===== src/rtl/load_store_unit_if.sv =====
// Bus bundle between the pipeline, the load/store unit and data_mem.
// The LSU takes the slave view; the pipeline/data_mem side takes the master view.
interface load_store_unit_if;
    // request from execute/mem stage
    logic        req_valid;
    logic        req_ready;
    logic        req_we;
    logic [2:0]  req_funct3;
    logic [31:0] req_addr;
    logic [31:0] req_wdata;
    // response back to the pipeline (no backpressure)
    logic        resp_valid;
    logic [31:0] resp_rdata;
    logic [1:0]  resp_err;
    // data_mem read/write ports
    logic        dmem_re;
    logic [31:0] dmem_raddr;
    logic [31:0] dmem_rdata;
    logic        dmem_we;
    logic [31:0] dmem_waddr;
    logic [31:0] dmem_wdata;
    logic [3:0]  dmem_wstrb;

    modport slave (
        input  req_valid, req_we, req_funct3, req_addr, req_wdata, dmem_rdata,
        output req_ready, resp_valid, resp_rdata, resp_err,
               dmem_re, dmem_raddr, dmem_we, dmem_waddr, dmem_wdata, dmem_wstrb
    );

    modport master (
        output req_valid, req_we, req_funct3, req_addr, req_wdata, dmem_rdata,
        input  req_ready, resp_valid, resp_rdata, resp_err,
               dmem_re, dmem_raddr, dmem_we, dmem_waddr, dmem_wdata, dmem_wstrb
    );
endinterface


===== src/rtl/load_store_unit.sv =====
// Memory-stage load/store unit sitting in front of data_mem.
// Stores are issued in the accept cycle and answered one cycle later; loads
// issue the read, wait LOAD_LAT cycles, then extract/extend the selected lane.
// Illegal, misaligned and out-of-range requests never reach data_mem.
module load_store_unit #(
    parameter logic [31:0] BASE_ADDR  = 32'h0000_0000,
    parameter int unsigned SIZE_BYTES = 4096,
    parameter int unsigned LOAD_LAT   = 1
) (
    input  logic               clk,
    input  logic               rst,
    load_store_unit_if.slave   bus
);

    localparam logic [1:0] S_IDLE    = 2'd0;
    localparam logic [1:0] S_LD_WAIT = 2'd1;
    localparam logic [1:0] S_RESP    = 2'd2;

    localparam int          CW    = $clog2(LOAD_LAT + 1);
    // one past the last backed byte, kept 33 bits wide so the top of the
    // address space cannot wrap into range
    localparam logic [32:0] LIMIT = {1'b0, BASE_ADDR} + 33'(SIZE_BYTES);

    localparam logic [1:0] E_OK    = 2'b00;
    localparam logic [1:0] E_ALIGN = 2'b01;
    localparam logic [1:0] E_RANGE = 2'b10;
    localparam logic [1:0] E_ILL   = 2'b11;

    logic [1:0]    state_q, state_d;
    logic [CW-1:0] cnt_q, cnt_d;
    logic [2:0]    ld_f3_q, ld_f3_d;
    logic [1:0]    ld_off_q, ld_off_d;
    logic          resp_valid_q, resp_valid_d;
    logic [31:0]   resp_rdata_q, resp_rdata_d;
    logic [1:0]    resp_err_q, resp_err_d;

    logic [2:0]  f3;
    logic [31:0] addr;
    logic        ready;
    logic        accept;
    logic        illegal;
    logic        misaligned;
    logic        out_of_range;
    logic [1:0]  size_m1;
    logic [32:0] last_byte;
    logic [1:0]  dec_err;
    logic        do_store;
    logic        do_load;
    logic [3:0]  st_strb;
    logic [31:0] st_data;
    logic [31:0] ld_shift;
    logic [31:0] ld_data;

    assign f3     = bus.req_funct3;
    assign addr   = bus.req_addr;
    // requests are only taken when no load is outstanding
    assign ready  = ((state_q == S_IDLE) || (state_q == S_RESP)) && !rst;
    assign accept = bus.req_valid && ready;

    // Request decode: legality, alignment and range, with error priority
    always_comb begin
        illegal = 1'b0;
        case (f3)
            3'b000, 3'b001, 3'b010: illegal = 1'b0;
            3'b100, 3'b101:         illegal = bus.req_we;   // BU/HU exist only for loads
            default:                illegal = 1'b1;
        endcase
        misaligned = ((f3[1:0] == 2'b01) && addr[0]) ||
                     ((f3[1:0] == 2'b10) && (addr[1:0] != 2'b00));
        case (f3[1:0])
            2'b00:   size_m1 = 2'd0;
            2'b01:   size_m1 = 2'd1;
            default: size_m1 = 2'd3;
        endcase
        last_byte    = {1'b0, addr} + {31'b0, size_m1};
        out_of_range = ({1'b0, addr} < {1'b0, BASE_ADDR}) || (last_byte >= LIMIT);
        if (illegal)
            dec_err = E_ILL;
        else if (misaligned)
            dec_err = E_ALIGN;
        else if (out_of_range)
            dec_err = E_RANGE;
        else
            dec_err = E_OK;
    end

    assign do_store = accept && (dec_err == E_OK) &&  bus.req_we;
    assign do_load  = accept && (dec_err == E_OK) && !bus.req_we;

    // Store lane steering: strobes select bytes, data replicated to every lane
    always_comb begin
        case (f3[1:0])
            2'b00: begin
                st_strb = 4'b0001 << addr[1:0];
                st_data = {4{bus.req_wdata[7:0]}};
            end
            2'b01: begin
                st_strb = 4'b0011 << addr[1:0];
                st_data = {2{bus.req_wdata[15:0]}};
            end
            default: begin
                st_strb = 4'hF;
                st_data = bus.req_wdata;
            end
        endcase
    end

    assign bus.req_ready  = ready;
    assign bus.dmem_we    = do_store;
    assign bus.dmem_waddr = {addr[31:2], 2'b00};
    assign bus.dmem_wstrb = do_store ? st_strb : 4'h0;
    assign bus.dmem_wdata = do_store ? st_data : 32'h0;
    assign bus.dmem_re    = do_load;
    assign bus.dmem_raddr = {addr[31:2], 2'b00};

    // Load lane extraction from the registered size/offset of the pending load
    always_comb begin
        ld_shift = bus.dmem_rdata >> {ld_off_q, 3'b000};
        case (ld_f3_q)
            3'b000:  ld_data = {{24{ld_shift[7]}},  ld_shift[7:0]};
            3'b001:  ld_data = {{16{ld_shift[15]}}, ld_shift[15:0]};
            3'b100:  ld_data = {24'h0, ld_shift[7:0]};
            3'b101:  ld_data = {16'h0, ld_shift[15:0]};
            default: ld_data = bus.dmem_rdata;
        endcase
    end

    // Next-state: accept in IDLE/RESP, count down read latency in LD_WAIT
    always_comb begin
        state_d      = state_q;
        cnt_d        = cnt_q;
        ld_f3_d      = ld_f3_q;
        ld_off_d     = ld_off_q;
        resp_valid_d = 1'b0;
        resp_rdata_d = resp_rdata_q;
        resp_err_d   = resp_err_q;
        case (state_q)
            S_IDLE, S_RESP: begin
                state_d = S_IDLE;
                if (accept) begin
                    if ((dec_err != E_OK) || bus.req_we) begin
                        // stores and errors answer next cycle with no data
                        state_d      = S_RESP;
                        resp_valid_d = 1'b1;
                        resp_err_d   = dec_err;
                        resp_rdata_d = 32'h0;
                    end else begin
                        state_d  = S_LD_WAIT;
                        cnt_d    = CW'(LOAD_LAT);
                        ld_f3_d  = f3;
                        ld_off_d = addr[1:0];
                    end
                end
            end
            S_LD_WAIT: begin
                cnt_d = cnt_q - CW'(1);
                // last wait cycle: dmem_rdata holds the word read in the accept cycle
                if (cnt_q == CW'(1)) begin
                    state_d      = S_RESP;
                    resp_valid_d = 1'b1;
                    resp_err_d   = E_OK;
                    resp_rdata_d = ld_data;
                end
            end
            default: state_d = S_IDLE;
        endcase
    end

    // State and response registers; reset drops any in-flight load
    always_ff @(posedge clk or posedge rst) begin
        if (rst) begin
            state_q      <= S_IDLE;
            cnt_q        <= '0;
            ld_f3_q      <= 3'b000;
            ld_off_q     <= 2'b00;
            resp_valid_q <= 1'b0;
            resp_rdata_q <= 32'h0;
            resp_err_q   <= 2'b00;
        end else begin
            state_q      <= state_d;
            cnt_q        <= cnt_d;
            ld_f3_q      <= ld_f3_d;
            ld_off_q     <= ld_off_d;
            resp_valid_q <= resp_valid_d;
            resp_rdata_q <= resp_rdata_d;
            resp_err_q   <= resp_err_d;
        end
    end

    assign bus.resp_valid = resp_valid_q;
    assign bus.resp_rdata = resp_rdata_q;
    assign bus.resp_err   = resp_err_q;

endmodule


===== src/flat_wrapper.sv =====
// flat-port wrapper written by rule: the top's interface ports become plain ports
module load_store_unit_flat 
#(
    parameter logic [31:0] BASE_ADDR  = 32'h0000_0000,
    parameter int unsigned SIZE_BYTES = 4096,
    parameter int unsigned LOAD_LAT   = 1
)
  (clk, rst, bus_req_valid, bus_req_we, bus_req_funct3, bus_req_addr, bus_req_wdata, bus_dmem_rdata, bus_req_ready, bus_resp_valid, bus_resp_rdata, bus_resp_err, bus_dmem_re, bus_dmem_raddr, bus_dmem_we, bus_dmem_waddr, bus_dmem_wdata, bus_dmem_wstrb);
  load_store_unit_if bus_i ();
  input  logic clk;
  input  logic rst;
  input wire logic [$bits(bus_i.req_valid)-1:0] bus_req_valid;
  input wire logic [$bits(bus_i.req_we)-1:0] bus_req_we;
  input wire logic [$bits(bus_i.req_funct3)-1:0] bus_req_funct3;
  input wire logic [$bits(bus_i.req_addr)-1:0] bus_req_addr;
  input wire logic [$bits(bus_i.req_wdata)-1:0] bus_req_wdata;
  input wire logic [$bits(bus_i.dmem_rdata)-1:0] bus_dmem_rdata;
  output wire logic [$bits(bus_i.req_ready)-1:0] bus_req_ready;
  output wire logic [$bits(bus_i.resp_valid)-1:0] bus_resp_valid;
  output wire logic [$bits(bus_i.resp_rdata)-1:0] bus_resp_rdata;
  output wire logic [$bits(bus_i.resp_err)-1:0] bus_resp_err;
  output wire logic [$bits(bus_i.dmem_re)-1:0] bus_dmem_re;
  output wire logic [$bits(bus_i.dmem_raddr)-1:0] bus_dmem_raddr;
  output wire logic [$bits(bus_i.dmem_we)-1:0] bus_dmem_we;
  output wire logic [$bits(bus_i.dmem_waddr)-1:0] bus_dmem_waddr;
  output wire logic [$bits(bus_i.dmem_wdata)-1:0] bus_dmem_wdata;
  output wire logic [$bits(bus_i.dmem_wstrb)-1:0] bus_dmem_wstrb;
  assign bus_i.req_valid = bus_req_valid;
  assign bus_i.req_we = bus_req_we;
  assign bus_i.req_funct3 = bus_req_funct3;
  assign bus_i.req_addr = bus_req_addr;
  assign bus_i.req_wdata = bus_req_wdata;
  assign bus_i.dmem_rdata = bus_dmem_rdata;
  assign bus_req_ready = bus_i.req_ready;
  assign bus_resp_valid = bus_i.resp_valid;
  assign bus_resp_rdata = bus_i.resp_rdata;
  assign bus_resp_err = bus_i.resp_err;
  assign bus_dmem_re = bus_i.dmem_re;
  assign bus_dmem_raddr = bus_i.dmem_raddr;
  assign bus_dmem_we = bus_i.dmem_we;
  assign bus_dmem_waddr = bus_i.dmem_waddr;
  assign bus_dmem_wdata = bus_i.dmem_wdata;
  assign bus_dmem_wstrb = bus_i.dmem_wstrb;
  load_store_unit #(.BASE_ADDR(BASE_ADDR), .SIZE_BYTES(SIZE_BYTES), .LOAD_LAT(LOAD_LAT)) u_core (.clk(clk), .rst(rst), .bus(bus_i));
endmodule

===== config.mk =====
export PLATFORM = sky130hd
export DESIGN_NAME = load_store_unit_flat
export DESIGN_NICKNAME = d
export VERILOG_FILES = /design/src/rtl/load_store_unit_if.sv /design/src/rtl/load_store_unit.sv /design/src/flat_wrapper.sv
export SDC_FILE = /design/constraint.sdc
export NUM_CORES = 1
export LEC_CHECK = 0
export ABC_CLOCK_PERIOD_IN_PS = 24800
export CORE_MARGIN = 8
export CORE_UTILIZATION = 42
export DETAILED_ROUTE_END_ITERATION = 6
export PLACE_DENSITY_LB_ADDON = 0.3
export SLEW_MARGIN = 20
export SYNTH_ARGS = -nofsm -noshare
export SYNTH_HDL_FRONTEND = slang
export SYNTH_SLANG_ARGS = --single-unit
export TNS_END_PERCENT = 30

===== constraint.sdc =====
create_clock -name clk -period 24.8 [get_ports clk]
set_clock_uncertainty 0.05 [all_clocks]
set_input_delay 7.44 -clock clk [delete_from_list [all_inputs] [get_ports clk]]
set_output_delay 7.44 -clock clk [all_outputs]
set_load 0.02 [all_outputs]

==> metrics.sh, run 1 <==
PLACE.PORT_BUFFERS=236
PATH_MAX_FANOUT=37
TIMING.SLEW.HEADROOM_PCT=27.5
YOSYS.CELL_COUNT.TOP_TYPE='nor2_1'
CTS_HOLD_BUFFERS=0
MULTIINPUTGATEAREA_SQ_UM=2290
DETAIL_ROUTE.ITER0.VIOLATIONS=349
TIMING.HOLD.WS_NS=0.470
FLOW.AREA_GROWTH_FROM_SYNTHESIS_PCT=50.9
MAXIMUM_NUMBER_OF_PINS_ON_ONE_NET_BEFORE_GLOBAL_ROUTE_REPAIR=41
COMBPWRFRAC_PCT=33.0
POWER.SHARE.CLOCK_PCT=29.7
POST-ROUTE-CELL-AREA_SQ_UM=6190
CRITPATHARRIVALTIME_NS=12.77
POSTSYNTHREGISTERBITS=43
CTS_BUFS_INSERTED=5
TOTALNEGATIVESETUPSLACK_NS=0
ANTENNA_VIOLATIONS_BEFORE_REPAIR=0
MAX_SLEW.WORST_PIN.SLEW_NS=1.09
VIAS=4537
CORE_REGION_AREA_SQ_UM=9640
CTS.SINK_COUNT=43
STANDARD_CELL_AREA_AFTER_DETAILED_PLACEMENT_SQ_UM=6070
POSTCTSSETUPREPAIRBUFS=0
NUMBER_OF_ENABLE_FLIP_FLOP_CELLS_AFTER_SYNTHESIS=0
SYNTH_TOP_CELL_AREA_SHARE_PCT=26.2
POWER.SWITCHING_FRACTION_PCT=29.5
HPWLAFTERDP_UM=12300
SETUP_VIOL=0
ANTENNA_CELLS_INSERTED=0
DIE_WIDTH_UM=115
YS_ASYNC_SR_FRACTION_PCT=100
CRITICAL_PATH_REQUIRED_NS=17.31
WORSTSETUPPATHTYPE='input pin to output port'
CTS_TREE='built'
AREA_OF_THE_MAPPED_NETLIST_SQ_UM=4100
CTSHTREEMAXLEVEL=2
CTS-ROOT-BUF='clkbuf_8'
ACHIEVABLE_FREQUENCY_MHz=49.4
FF_LATCH_AREA_SQ_UM=1080
SYNTH_AREA_PER_CELL_SQ_UM=7.43
YS.WARNINGS.COUNT=0
CLOCK_INSERTION_DELAY_AT_THE_LATER_PIN_OF_THE_SKEW_REPORT_NS=0.29
YS_TYPES=58
SHARE_OF_LAYOUT_CELLS_ABOVE_DRIVE_STRENGTH_1_PCT=3.92
TIMING_MAX_TRANSITION_VIOLATIONS_FINAL=0
CRIT_PATH_START_KIND='input pin'
DIE_HEIGHT_UM=115
GLOBALROUTETOTALUTIL_PCT=22.0
ROUTED_WIRELENGTH_UM=15300
FINAL_NET_COUNT=820
FP.DIEAREA_SQ_UM=13200
POWER-PER-CELL-AREA_nW_PER_UM2=30.8
FILLER_CELL_COUNT=835
DRT_FIRST_PASS_ITERS=5
CTS.CLK_SLEW.WORST_PATHS_NS=0.08
YOSYS-TOP-CELLS-AREA='dfrtp_1, buf_4, mux2i_1'
YOSYS-TOP-CELLS-COUNT='nor2_1, buf_4, nand2_1'
MIN_PERIOD_OVER_PERIOD_PCT=81.7
CELLINTERNALPOWER_W=0.000135
DRCVIOLATIONCOUNT=0
ROUTABILITYCONGESTION=0.923
NETSWITCHINGPOWER_W=0.0000563
OUTCOME='completed'
CELL_TYPE_WITH_THE_HIGHEST_AGGREGATE_AREA_IN_THE_NETLIST='dfrtp_1'
SYNTH.YOSYS.SEQ_AREA_SHARE_PCT=26.2
PLACEMENT_ROWS=36
GRT_PASS1_VIAS=4633
CTS_REPAIR_RESIZE_COUNT=0
DRV_CAP=0
VIAS_PER_CELL=5.35
POWER.LEAKAGE_nW=2.46
MIN_PATH_TYPE='flop to flop'
DOMINANTREGCELLSYNTH='dfrtp_1'
FIN_CRIT_NS=20.26
PIN_COUNT=241
ROUTE.DETAILED.WL_PER_INST_UM=18.0
ROUTE.ANTENNA.REMAINING_NETS=0
MAX_ROOT_SINK_BUFFERS=2
SYNTHCELLS=552
FINAL-HOLD-VIOLATION-COUNT=0
SEQUENTIALPOWERSHARE_PCT=37.2
GRT_PASS1_WL_UM=23300
CRIT_END_CATEGORY='output port'
GRT_OVERFLOW_TOTAL=0
START_UTIL_PCT=42.6
RSZ0062_AT_GRT='no'
IRDROPWORSTVDD_mV=0.0196
## worst max-delay path: stages
cell and delay, ns:
clkdlybuf4s50_1 0.80, nor2_1 0.60, clkinv_1 0.40, ha_1 0.34, fa_1 0.43, nand3_1 0.26, nor4_4 0.10, nor4_1 0.21
a31oi_1 0.08, a211o_1 0.32, nor4_1 0.53, nand3_1 0.15, buf_4 0.28, a21oi_1 0.16, clkdlybuf4s50_1 0.67
## metal layers
metal  track usage (%)  wire length [um]  up-vias
met5                 0                 0        -
met4              4.82               205        0
met3              8.51              1590       16
met2              38.9              7540      228
met1              24.4              5940     2113
li1                  -                 -     2180
## stage by stage
step           instances  utilization, %  worst slack, ns  power, W
6_report             848            64.2             4.54  0.000191
5_1_grt              848            64.2             4.07  0.000200
4_1_cts              848            64.2             4.54  0.000192
3_5_place_dp         840            63.0             4.56  0.000135
3_3_place_gp         840            63.0             4.79  0.000135
2_1_floorplan        555               -             6.20  0.000106
## kinds of logic after synthesis
kind of cell               after synthesis  synth area share [%]
AOI/OAI and AO/OA                      118                  18.6
xor gates and xnor gates                 8                  1.71
adders and majority gates                3                  1.10
buffers and inverters                  130                  18.4
DFF                                     43                  26.2
muxes                                   41                  10.2
other                                    1                0.0914
and+or+nand+nor                        208                  23.7
## area by class of cell
| class | count | share of cell area [%] |
|---|---|---|
| clock buffers | 6 | 1.33 |
| multi-input cells | 382 | 36.9 |
| well taps | 133 | 2.69 |
| clock inverters | 2 | 0.566 |
| repair buffers | 239 | 38.5 |
| inverters | 43 | 2.61 |
| flip-flops and latches | 43 | 17.4 |
## cells in the final DEF, fill, tap and decap left out, types with 3 or more instances in the layout
cell type,synthesis,routed
a211o_1,3,3
a21oi_1,33,33
a31oi_1,5,5
and3_1,8,8
buf_4,64,3
clkbuf_8,0,6
clkdlybuf4s50_1,0,236
conb_1,1,4
dfrtp_1,43,43
inv_1,41,41
mux2_2,7,7
mux2i_1,34,34
nand2_1,51,51
nand3_1,15,15
nand4_1,7,7
nor2_1,86,86
nor2b_1,5,5
nor3_1,9,9
nor4_1,10,10
o211ai_1,10,10
o21ai_0,23,23
o221ai_1,7,7
o22ai_1,16,16
xnor2_1,4,4
xor2_1,4,4
## power groups by stage
| stage | logic [W] | clock network [W] | registers [W] |
|---|---|---|---|
| final | 0.0000630 | 0.0000568 | 0.0000710 |
| after detailed placement | 0.0000629 | 0 | 0.0000724 |
| after floorplan | 0.0000326 | 0 | 0.0000731 |
| after global placement | 0.0000623 | 0 | 0.0000724 |
| after global routing | 0.0000675 | 0.0000609 | 0.0000711 |
| after CTS | 0.0000633 | 0.0000577 | 0.0000710 |
## path summary, 6_finish.rpt
kind,from,end,slack (ns),cells past startpoint
worst max-delay path,bus_req_funct3[0],bus_dmem_wdata[15],4.54,15
worst max register to register,u_core.ld_f3_q[1],u_core.bus.resp_rdata[31],21.82,7
min in group asynchronous,rst,u_core.bus.resp_err[1],7.32,2
worst min register to register,u_core.cnt_q,u_core.state_q[0],0.47,1
worst min-delay path,u_core.cnt_q,u_core.state_q[0],0.47,1
max in group asynchronous,rst,u_core.bus.resp_rdata[9],16.66,3
## state kept, by name, indices dropped and copies added, names as in the netlist
| name | count |
|---|---|
| u_core.bus.resp_err | 2 |
| u_core.cnt_q | 1 |
| u_core.ld_f3_q | 3 |
| u_core.bus.resp_rdata | 32 |
| u_core.state_q | 2 |
| u_core.ld_off_q | 2 |
| u_core.bus.resp_valid | 1 |
Note: power is estimated with default switching activity, not from simulation.
==> inputs of run 2 (changes only) <==
--- a/config.mk
+++ b/config.mk
@@ -5,9 +5,9 @@
 export SDC_FILE = /design/constraint.sdc
 export NUM_CORES = 1
 export LEC_CHECK = 0
-export ABC_CLOCK_PERIOD_IN_PS = 24800
+export ABC_CLOCK_PERIOD_IN_PS = 16700
 export CORE_MARGIN = 8
-export CORE_UTILIZATION = 42
+export CORE_UTILIZATION = 35
 export DETAILED_ROUTE_END_ITERATION = 6
 export PLACE_DENSITY_LB_ADDON = 0.3
 export SLEW_MARGIN = 20
==> constraint.sdc (replaced) <==
create_clock -name clk -period 16.7 [get_ports clk]
set_clock_uncertainty 0.05 [all_clocks]
set_input_delay 5.01 -clock clk [delete_from_list [all_inputs] [get_ports clk]]
set_output_delay 5.01 -clock clk [all_outputs]
set_load 0.02 [all_outputs]
==> run 2 against run 1 <==
  * First-iteration DRC count increased by 8.9%
  * Via count increased by 0.53%
  * Combinational power up 50%
  * Design area up 0.95%
  * Critical path depth stayed put
  * Core utilization decreased by 9.5 points
  * Sequential share of layout area shrank 0.16 points
  * Hold slack lost 0.011 ns
  * Worst setup slack worse by 3.0 ns
  * Critical path type unchanged
  * Largest cell class unchanged
  * Highest routed layer unchanged
==> metrics.sh, run 2 (same netlist as run 1, synthesis figures left out) <==
DIE_WIDTH_UM=124
GRT_PASS1_VIAS=4820
GRT_PASS1_WL_UM=25100
LAYOUT.CORE_UTILIZATION_PCT=54.7
SHARE_OF_LAYOUT_CELLS_ABOVE_DRIVE_STRENGTH_1_PCT=3.91
PIN_COUNT=241
FF_LATCH_AREA_SQ_UM=1080
MIN_PERIOD_OVER_PERIOD_PCT=91.0
FIN_CRIT_NS=15.20
NETSWITCHINGPOWER_W=0.0000861
ROUTED_WIRELENGTH_UM=15700
TIMING.SLEW.HEADROOM_PCT=29.6
IRDROPWORSTVDD_mV=0.0383
FILLER_CELL_COUNT=1100
POWER.LEAKAGE_nW=2.48
ROUTE.DETAILED.WL_PER_INST_UM=18.2
DRCVIOLATIONCOUNT=0
CLOCK_INSERTION_DELAY_AT_THE_LATER_PIN_OF_THE_SKEW_REPORT_NS=0.28
FINAL-HOLD-VIOLATION-COUNT=0
CTS-ROOT-BUF='clkbuf_16'
MAX_ROOT_SINK_BUFFERS=2
MIN_PATH_TYPE='flop to flop'
ACHIEVABLE_FREQUENCY_MHz=65.8
MAXIMUM_NUMBER_OF_PINS_ON_ONE_NET_BEFORE_GLOBAL_ROUTE_REPAIR=44
FP.DIEAREA_SQ_UM=15400
TOTAL_POWER_W=0.000301
TIMING.HOLD.WS_NS=0.459
HPWLAFTERDP_UM=12700
OUTCOME='completed'
LAYOUT_COMMON_CELLS='clkdlybuf4s50_1, nor2_1, nand2_1'
PATH_MAX_FANOUT=37
WORSTSETUPPATHTYPE='input pin to output port'
CELLINTERNALPOWER_W=0.000215
ROUTE.ANTENNA.REMAINING_NETS=0
POWER-PER-CELL-AREA_nW_PER_UM2=48.2
ANTENNA_CELLS_INSERTED=0
CRITICAL_PATH.STARTPOINT='bus_req_funct3[0]'
DRT_FIRST_PASS_ITERS=4
CTS_REPAIR_RESIZE_COUNT=0
FINAL_COMMON_CELL='clkdlybuf4s50_1'
GRT_OVERFLOW_TOTAL=0
TOTALNEGATIVESETUPSLACK_NS=0
CRIT_PATH_START_KIND='input pin'
CRITICAL_PATH_REQUIRED_NS=11.64
PLACE_WORST_SETUP_SLACK_NS=1.47
CRITICAL_R2R_LAUNCH='u_core.ld_f3_q[1]'
DRV_CAP=0
ANTENNA_VIOLATIONS_BEFORE_REPAIR=0
HOLD_PATH_STARTPOINT='u_core.cnt_q'
POWER.SWITCHING_FRACTION_PCT=28.5
CTS.CLK_SLEW.WORST_PATHS_NS=0.06
MAX_SLEW.WORST_PIN.SLEW_NS=1.06
REG2REG_SLACK_NS=13.73
FLOW.AREA_GROWTH_FROM_SYNTHESIS_PCT=52.3
TIMING_MAX_TRANSITION_VIOLATIONS_FINAL=0
PLACEMENT_ROWS=39
GLOBALROUTETOTALUTIL_PCT=19.2
CTS_BUFS_INSERTED=5
LARGEST_REGISTER_FF_COUNT=32
MULTIINPUTGATEAREA_SQ_UM=2290
CTS.SINK_COUNT=43
CRITPATHARRIVALTIME_NS=10.14
CTS_HOLD_BUFFERS=0
SEQUENTIALPOWERSHARE_PCT=35.0
COMBPWRFRAC_PCT=31.3
DETAIL_ROUTE.ITER0.VIOLATIONS=380
DIE_HEIGHT_UM=124
RSZ0062_AT_GRT='no'
CRIT_END_CATEGORY='output port'
START_UTIL_PCT=35.9
VIAS=4561
FINAL_NET_COUNT=821
CTS_TREE='built'
VIAS_PER_CELL=5.31
POWER.SHARE.CLOCK_PCT=33.7
CTSHTREEMAXLEVEL=2
POSTCTSSETUPREPAIRBUFS=0
SETUP_VIOL=0
SETUP_WS_NS=1.50
ROUTABILITYCONGESTION=0.956
CORE_REGION_AREA_SQ_UM=11400
PLACE.PORT_BUFFERS=236
-- run 2: cell count changes in the layout (fill, tap and decap cells not counted) --
cell       change
clkbuf_16      +5
clkbuf_1       +1
clkinv_2       -1
clkbuf_8       -4
bufinv_16      -1
buf_4          +1
-- run 2: worst max-delay path, cell delays in order --
cell and delay (ns):
clkdlybuf4s50_1 0.39, buf_4 0.20, nor2_1 0.48, clkinv_1 0.44, ha_1 0.35, fa_1 0.43
and3_1 0.23, o21a_1 0.17, o32a_1 0.29, a2111oi_0 0.65, a211oi_1 0.27, nand3_1 0.16
buf_4 0.34, nor2_1 0.12, clkdlybuf4s50_1 0.57
-- run 2: layer usage --
layer  global-route usage (%)  routed length [um]  up-vias
met5                        0                   0        -
met4                     3.40                 186        0
met3                     7.06                1460       15
met2                     33.9                7590      217
met1                     21.8                6420     2137
li1                         -                   -     2192
-- run 2: path summary, 6_finish.rpt --
kind | endpoint | cells after the start
setup / recovery | bus_dmem_wstrb[0] | 15
hold / removal | u_core.state_q[0] | 1
max in group asynchronous | u_core.bus.resp_rdata[9] | 3
hold reg to reg | u_core.state_q[0] | 1
setup reg to reg | u_core.bus.resp_rdata[18] | 7
min in group asynchronous | u_core.bus.resp_rdata[4] | 3
-- run 2: power groups by stage --
stage | combinational [W] | sequential (W) | clock, W
finish | 0.0000942 | 0.000106 | 0.000102
global route | 0.000101 | 0.000106 | 0.000108
CTS | 0.0000948 | 0.000106 | 0.000103
detailed placement | 0.0000942 | 0.000108 | 0
global placement | 0.0000943 | 0.000107 | 0
floorplan | 0.0000485 | 0.000109 | 0
-- run 2: area by class of cell --
type                            instances  area share [%]
Clock buffer                            8            2.50
Multi-Input combinational cell        382            36.6
Tap cell                              143            2.86
Inverter                               43            2.58
Timing Repair Buffer                  240            38.3
Sequential cell                        43            17.2
-- run 2: per-stage QoR --
step	instance area, sq um	instances
detailed placement	6090	851
floorplan	4120	555
CTS	6250	859
global route	6250	859
global placement	6090	851
finish	6250	859
